**config.mk**
```make
export PLATFORM = sky130hd
export DESIGN_NAME = if_buffer
export DESIGN_NICKNAME = d
export VERILOG_FILES = /design/src/rtl/if_pkg.sv /design/src/rtl/if_buffer_mem.sv /design/src/rtl/if_buffer.sv
export SDC_FILE = /design/constraint.sdc
export NUM_CORES = 1
export LEC_CHECK = 0
export CAP_MARGIN = 10
export CORE_UTILIZATION = 40
export DETAILED_ROUTE_END_ITERATION = 10
export PLACE_DENSITY = 0.67
export SLEW_MARGIN = 20
export SYNTH_ARGS = -nofsm -noshare
export SYNTH_HDL_FRONTEND = slang
export SYNTH_SLANG_ARGS = --single-unit
```
**constraint.sdc**
```tcl
create_clock -name clk -period 2.9 [get_ports clk]
set_input_delay 0.435 -clock clk [delete_from_list [all_inputs] [get_ports clk]]
set_output_delay 0.435 -clock clk [all_outputs]
set_load 0.1 [all_outputs]
```
**src/rtl/if_pkg.sv**
```systemverilog
// Shared constants and entry payload type for the instruction fetch buffer.
package if_pkg;

    localparam int unsigned IF_DEPTH_DEFAULT = 4;
    localparam logic [31:0] NOP_INSTR        = 32'h0000_0000;
    localparam logic [31:0] PC_STEP          = 32'd4;

    typedef struct packed {
        logic [31:0] pc;
        logic [31:0] instr;
    } if_entry_t;

endpackage

```
**src/rtl/if_buffer_mem.sv**
```systemverilog
// Entry storage for if_buffer: one synchronous write port, one asynchronous read port.
// The array carries no reset; validity is tracked by the owner's count.
module if_buffer_mem
    import if_pkg::*;
#(
    parameter int unsigned DEPTH = IF_DEPTH_DEFAULT
) (
    input  logic                     clk,
    input  logic                     we,
    input  logic [$clog2(DEPTH)-1:0] waddr,
    input  if_entry_t                wdata,
    input  logic [$clog2(DEPTH)-1:0] raddr,
    output if_entry_t                rdata
);

    if_entry_t mem [DEPTH];

    always_ff @(posedge clk) begin
        if (we) begin
            mem[waddr] <= wdata;
        end
    end

    assign rdata = mem[raddr];

endmodule

```
**src/rtl/if_buffer.sv**
```systemverilog
// Instruction fetch buffer between fetch and decode; in_ready doubles as the PC enable.
// Optional feature: define IF_BUFFER_BYPASS_EN for zero-latency pass-through when empty.
module if_buffer
    import if_pkg::*;
#(
    parameter int unsigned DEPTH = IF_DEPTH_DEFAULT
) (
    input  logic                       clk,
    input  logic                       reset,
    input  logic                       in_valid,
    output logic                       in_ready,
    input  logic [31:0]                in_pc,
    input  logic [31:0]                in_instr,
    input  logic                       flush,
    output logic                       out_valid,
    input  logic                       out_ready,
    output logic [31:0]                out_pc,
    output logic [31:0]                out_pc4,
    output logic [31:0]                out_instr,
    output logic [$clog2(DEPTH):0]     count
);

    localparam int unsigned AW = $clog2(DEPTH);
    localparam int unsigned CW = AW + 1;

    logic [AW-1:0] wptr;
    logic [AW-1:0] rptr;
    logic [CW-1:0] cnt;
    logic          empty;
    logic          push;
    logic          pop;
    logic          bypass_take;
    logic          wr_en;
    logic          rd_adv;
    if_entry_t     in_entry;
    if_entry_t     rd_entry;
    if_entry_t     head;

    assign empty    = (cnt == '0);
    assign in_ready = (cnt != CW'(DEPTH)) && !flush;
    assign push     = in_valid && in_ready;
    assign pop      = out_valid && out_ready;
    assign in_entry = '{pc: in_pc, instr: in_instr};

    // An entry handed straight to decode from an empty buffer never touches storage.
`ifdef IF_BUFFER_BYPASS_EN
    assign bypass_take = empty && push && out_ready;
`else
    assign bypass_take = 1'b0;
`endif

    assign wr_en  = push && !bypass_take;
    assign rd_adv = pop && !bypass_take;

    if_buffer_mem #(.DEPTH(DEPTH)) u_mem (
        .clk   (clk),
        .we    (wr_en),
        .waddr (wptr),
        .wdata (in_entry),
        .raddr (rptr),
        .rdata (rd_entry)
    );

    // Pointers wrap naturally at DEPTH; flush and reset share the same clear path.
    always_ff @(posedge clk) begin
        if (!reset || flush) begin
            wptr <= '0;
            rptr <= '0;
            cnt  <= '0;
        end else begin
            if (wr_en) begin
                wptr <= wptr + AW'(1);
            end
            if (rd_adv) begin
                rptr <= rptr + AW'(1);
            end
            case ({wr_en, rd_adv})
                2'b10:   cnt <= cnt + CW'(1);
                2'b01:   cnt <= cnt - CW'(1);
                default: cnt <= cnt;
            endcase
        end
    end

    // Head selection: a nop entry whenever nothing valid is presented.
    always_comb begin
        head      = '{pc: 32'h0, instr: NOP_INSTR};
        out_valid = !empty;
        if (!empty) begin
            head = rd_entry;
        end
`ifdef IF_BUFFER_BYPASS_EN
        if (empty) begin
            out_valid = in_valid && !flush;
            if (in_valid && !flush) begin
                head = in_entry;
            end
        end
`endif
    end

    assign out_pc    = head.pc;
    assign out_pc4   = head.pc + PC_STEP;
    assign out_instr = head.instr;
    assign count     = cnt;

endmodule

```
==> impl_metrics.env, run 1 <==
export IMPL_leakage_nw=5.67
export IMPL_finalWorstSetupSlack_ps=-646
export IMPL_cts_tree="built"
export IMPL_yosysSeqAreaShare_pct=71.2
export IMPL_hold_viol_final=0
export IMPL_synth_nets=678
export IMPL_synth_area_um2=11100
export IMPL_wl_um=25100
export IMPL_cpPeakStageDelay_ps=600
export IMPL_post_drt_wl_per_cell_um=20.6
export IMPL_switchingPower_mw=2.08
export IMPL_fin_crit_ps=3550
export IMPL_max_freq_ghz=0.282
export IMPL_start_util_pct=40.9
export IMPL_r2r_slack_ps=670
export IMPL_cpMaxStageDelayCell="or4_4"
export IMPL_synth_area_leaders="edfxtp_1, mux4_2, and2_1"
export IMPL_area_growth_synth_to_final_pct=48.9
export IMPL_crit_end="out_pc4[27]"
export IMPL_overflow=0
export IMPL_drc_errors=0
export IMPL_h_tree_depth=1
export IMPL_reg2regPathDepth=10
export IMPL_drv_cap=0
export IMPL_yosysTopAreaCell="edfxtp_1"
export IMPL_crit_type="reg -> out"
export IMPL_viasPerCell=5.22
export IMPL_path_depth=7
export IMPL_drv_slew=0
export IMPL_comb_power_share_pct=12.4
export IMPL_ys_warn_count=0
export IMPL_first_global_vias=7126
export IMPL_cpLargestDelayFamily="simple AND/OR/NAND/NOR gates"
export IMPL_ir_drop_uv=468
export IMPL_io_buffers=169
export IMPL_grt_pass1_wl_um=39400
export IMPL_cts_made_buffers=28
export IMPL_end_kind="primary output"
export IMPL_synth_distinct_cells=44
export IMPL_finalHoldWorstSlack_ps=525
export IMPL_clkLatencyLatePin_ps=540
export IMPL_p_clk_share_pct=40.6
export IMPL_antenna_left=0
export IMPL_worst_slew_pin_slew_ps=543
export IMPL_synthArstFlopShare_pct=0
export IMPL_cp_arrival_ps=3110
export IMPL_skew_ps=6.97
export IMPL_vias=6374
export IMPL_fill_cells=1930
export IMPL_core_um2=27000
export IMPL_slew_headroom_pct=63.8
export IMPL_finalSetupViolCount=54
export IMPL_yosys_top_cells_count="edfxtp_1, mux4_2, and2_1"
export IMPL_die_y_um=168
export IMPL_drtIter0Drc=320
export IMPL_synthMostInstantiatedCell="edfxtp_1"
export IMPL_yosys_most_used_dff="edfxtp_1"
export IMPL_die_area_um2=28300
export IMPL_cp_buffers_inverters=2
export IMPL_p_total_mw=9.09
export IMPL_grt_usage_pct=18.2
export IMPL_post_dp_hpwl_um=16200
export IMPL_violations="setup timing"
export IMPL_path_cells="buf_6 -> mux4_2 -> nand2b_1 -> or4_4 -> nor4_4 -> xnor2_1 -> bufbuf_16"
export IMPL_synth_edff_count=256
export IMPL_fin_crit_sh_pct=122
export IMPL_row_count=60
export IMPL_r2r_start="count[1]"
export IMPL_cp_start_kind="flip-flop"
export IMPL_synth_seq_cells=265
export IMPL_status="finished with violations"
export IMPL_rsz0062_at_grt="yes"
export IMPL_drive_gt1_share_pct=42.7
export IMPL_required_ps=2470
export IMPL_crit_path_max_fanout=7
export IMPL_hp_class="in -> reg"
export IMPL_avgSynthCellArea_um2=18.4
export IMPL_cts_root_buf="clkbuf_16"
export IMPL_synthCells=602
export IMPL_setup_tns_final_ps=-16140
export IMPL_routabilityCongestion=0.784
export IMPL_nets=937
export IMPL_die_x_um=168
export IMPL_grt_max_degree=65
export IMPL_antenna_found_initial=2
export IMPL_p_int_mw=7.01
export IMPL_netSwitchingFraction_pct=22.9
export IMPL_clockBufferDepth=3
export IMPL_drt_pass1_iter_count=5
export IMPL_powerDensity_nw_per_um2=552
export IMPL_r2r_end="count[2]"
export IMPL_numClockSinks=265
export IMPL_seq_power_share_pct=47.0
export IMPL_yosysTopAreaCellShare_pct=69.5
export IMPL_cts_clk_slew_worst_paths_ps=60
export IMPL_ios=170
==> layout by cell type (no fill, tap or decap), types with 5 or more instances in the layout <==
cell type and n:
xor2_1 5, nand3_4 5, and2_1 40, nand2_1 32, clkdlybuf4s50_1 68, inv_1 15
clkbuf_1 5, bufinv_16 6, buf_6 17, and2_4 10, xnor2_4 16, clkbuf_16 28
buf_12 101, mux2i_1 5, buf_4 67, o21ai_0 7, mux4_2 65, nor2_1 17
ha_1 5, dfxtp_4 5, edfxtp_1 256, nand3_1 9, xnor2_1 5, and3_4 5
==> stage by stage <==
step                instances  setup WS [ps]  instance area [µm²]  util (%)
floorplan                 602          -1870                11600         -
global placement         1159           -201                15100      55.8
detailed placement       1159           -247                15100      55.8
CTS                      1220           -691                16400      60.7
global route             1221           -747                16500      60.9
finish                   1222           -646                16500      60.9
==> per-layer routing <==
layer / up-vias / track usage [%] / share of wire [%]
met5: - / 0 / 0.068
met4: 2 / 4.78 / 1.9
li1: 2881 / - / -
met1: 3238 / 22.1 / 40
met3: 41 / 4.33 / 6.4
met2: 212 / 32.6 / 52
==> state kept, by name, summed over array words and instances (netlist names), named ones only <==
| name | cells |
|---|---|
| count | 3 |
| wptr | 2 |
| u_mem.mem | 256 |
| rptr | 2 |
==> cell families (layout without fill, tap and decap cells) <==
kind of cell | count (synthesis) | count (layout) | synth area share (%)
fa+ha+maj | 7 | 7 | 0.860
mux | 73 | 73 | 14.4
other cells | 0 | 1 | 0
simple gates | 160 | 160 | 8.00
flops | 265 | 265 | 71.2
compound gates | 18 | 18 | 1.05
xor+xnor | 32 | 32 | 2.54
buf+inv | 47 | 325 | 1.99
==> worst min path at each step <==
stage,start,endpoint,slack [ps],depth (start not counted)
floorplan,rptr[1],flip-flop,480,2
global placement,count[2],count[2],510,2
detailed placement,rptr[0],rptr[0],540,2
CTS,in_instr[22],u_mem.mem[0][22],500,1
global route,in_pc[0],u_mem.mem[0][32],510,1
finish,in_pc[26],u_mem.mem[2][58],530,1
==> power by group through the flow <==
stage | Combinational (mW) | Sequential, mW | Clock [mW]
floorplan | 0.620 | 4.36 | 0
detailed placement | 1.10 | 4.35 | 0
CTS | 1.13 | 4.27 | 3.77
finish | 1.13 | 4.27 | 3.68
global placement | 1.08 | 4.35 | 0
global route | 1.17 | 4.28 | 3.91
==> final cells by class <==
cell class | instances | area (µm²) | area share, %
Tap cell | 341 | 427 | 2.59
Inverter | 18 | 71.3 | 0.433
Timing Repair Buffer | 258 | 3530 | 21.5
Sequential cell | 265 | 7890 | 47.9
Clock inverter | 16 | 245 | 1.49
Clock buffer | 33 | 719 | 4.37
Antenna cell | 1 | 2.50 | 0.0152
Multi-Input combinational cell | 290 | 3570 | 21.7
==> what timing repair did <==
action                     in CTS  in global routing
setup buffers                  11                  3
hold endpoints to repair        0                  0
resized for setup              62                 18
setup endpoints to repair      68                 67
pin swaps                      24                 11
hold buffers                    0                  0
cloned                          1                  0
Note: power is estimated with default switching activity, not from simulation.
==> run 2: changes to the inputs <==
--- a/config.mk
+++ b/config.mk
@@ -13,3 +13,4 @@
 export SYNTH_ARGS = -nofsm -noshare
 export SYNTH_HDL_FRONTEND = slang
 export SYNTH_SLANG_ARGS = --single-unit
+export TNS_END_PERCENT = 100
==> results of run 2 <==
Same layout as run 1: the final DEF is identical, and so are final timing and power.
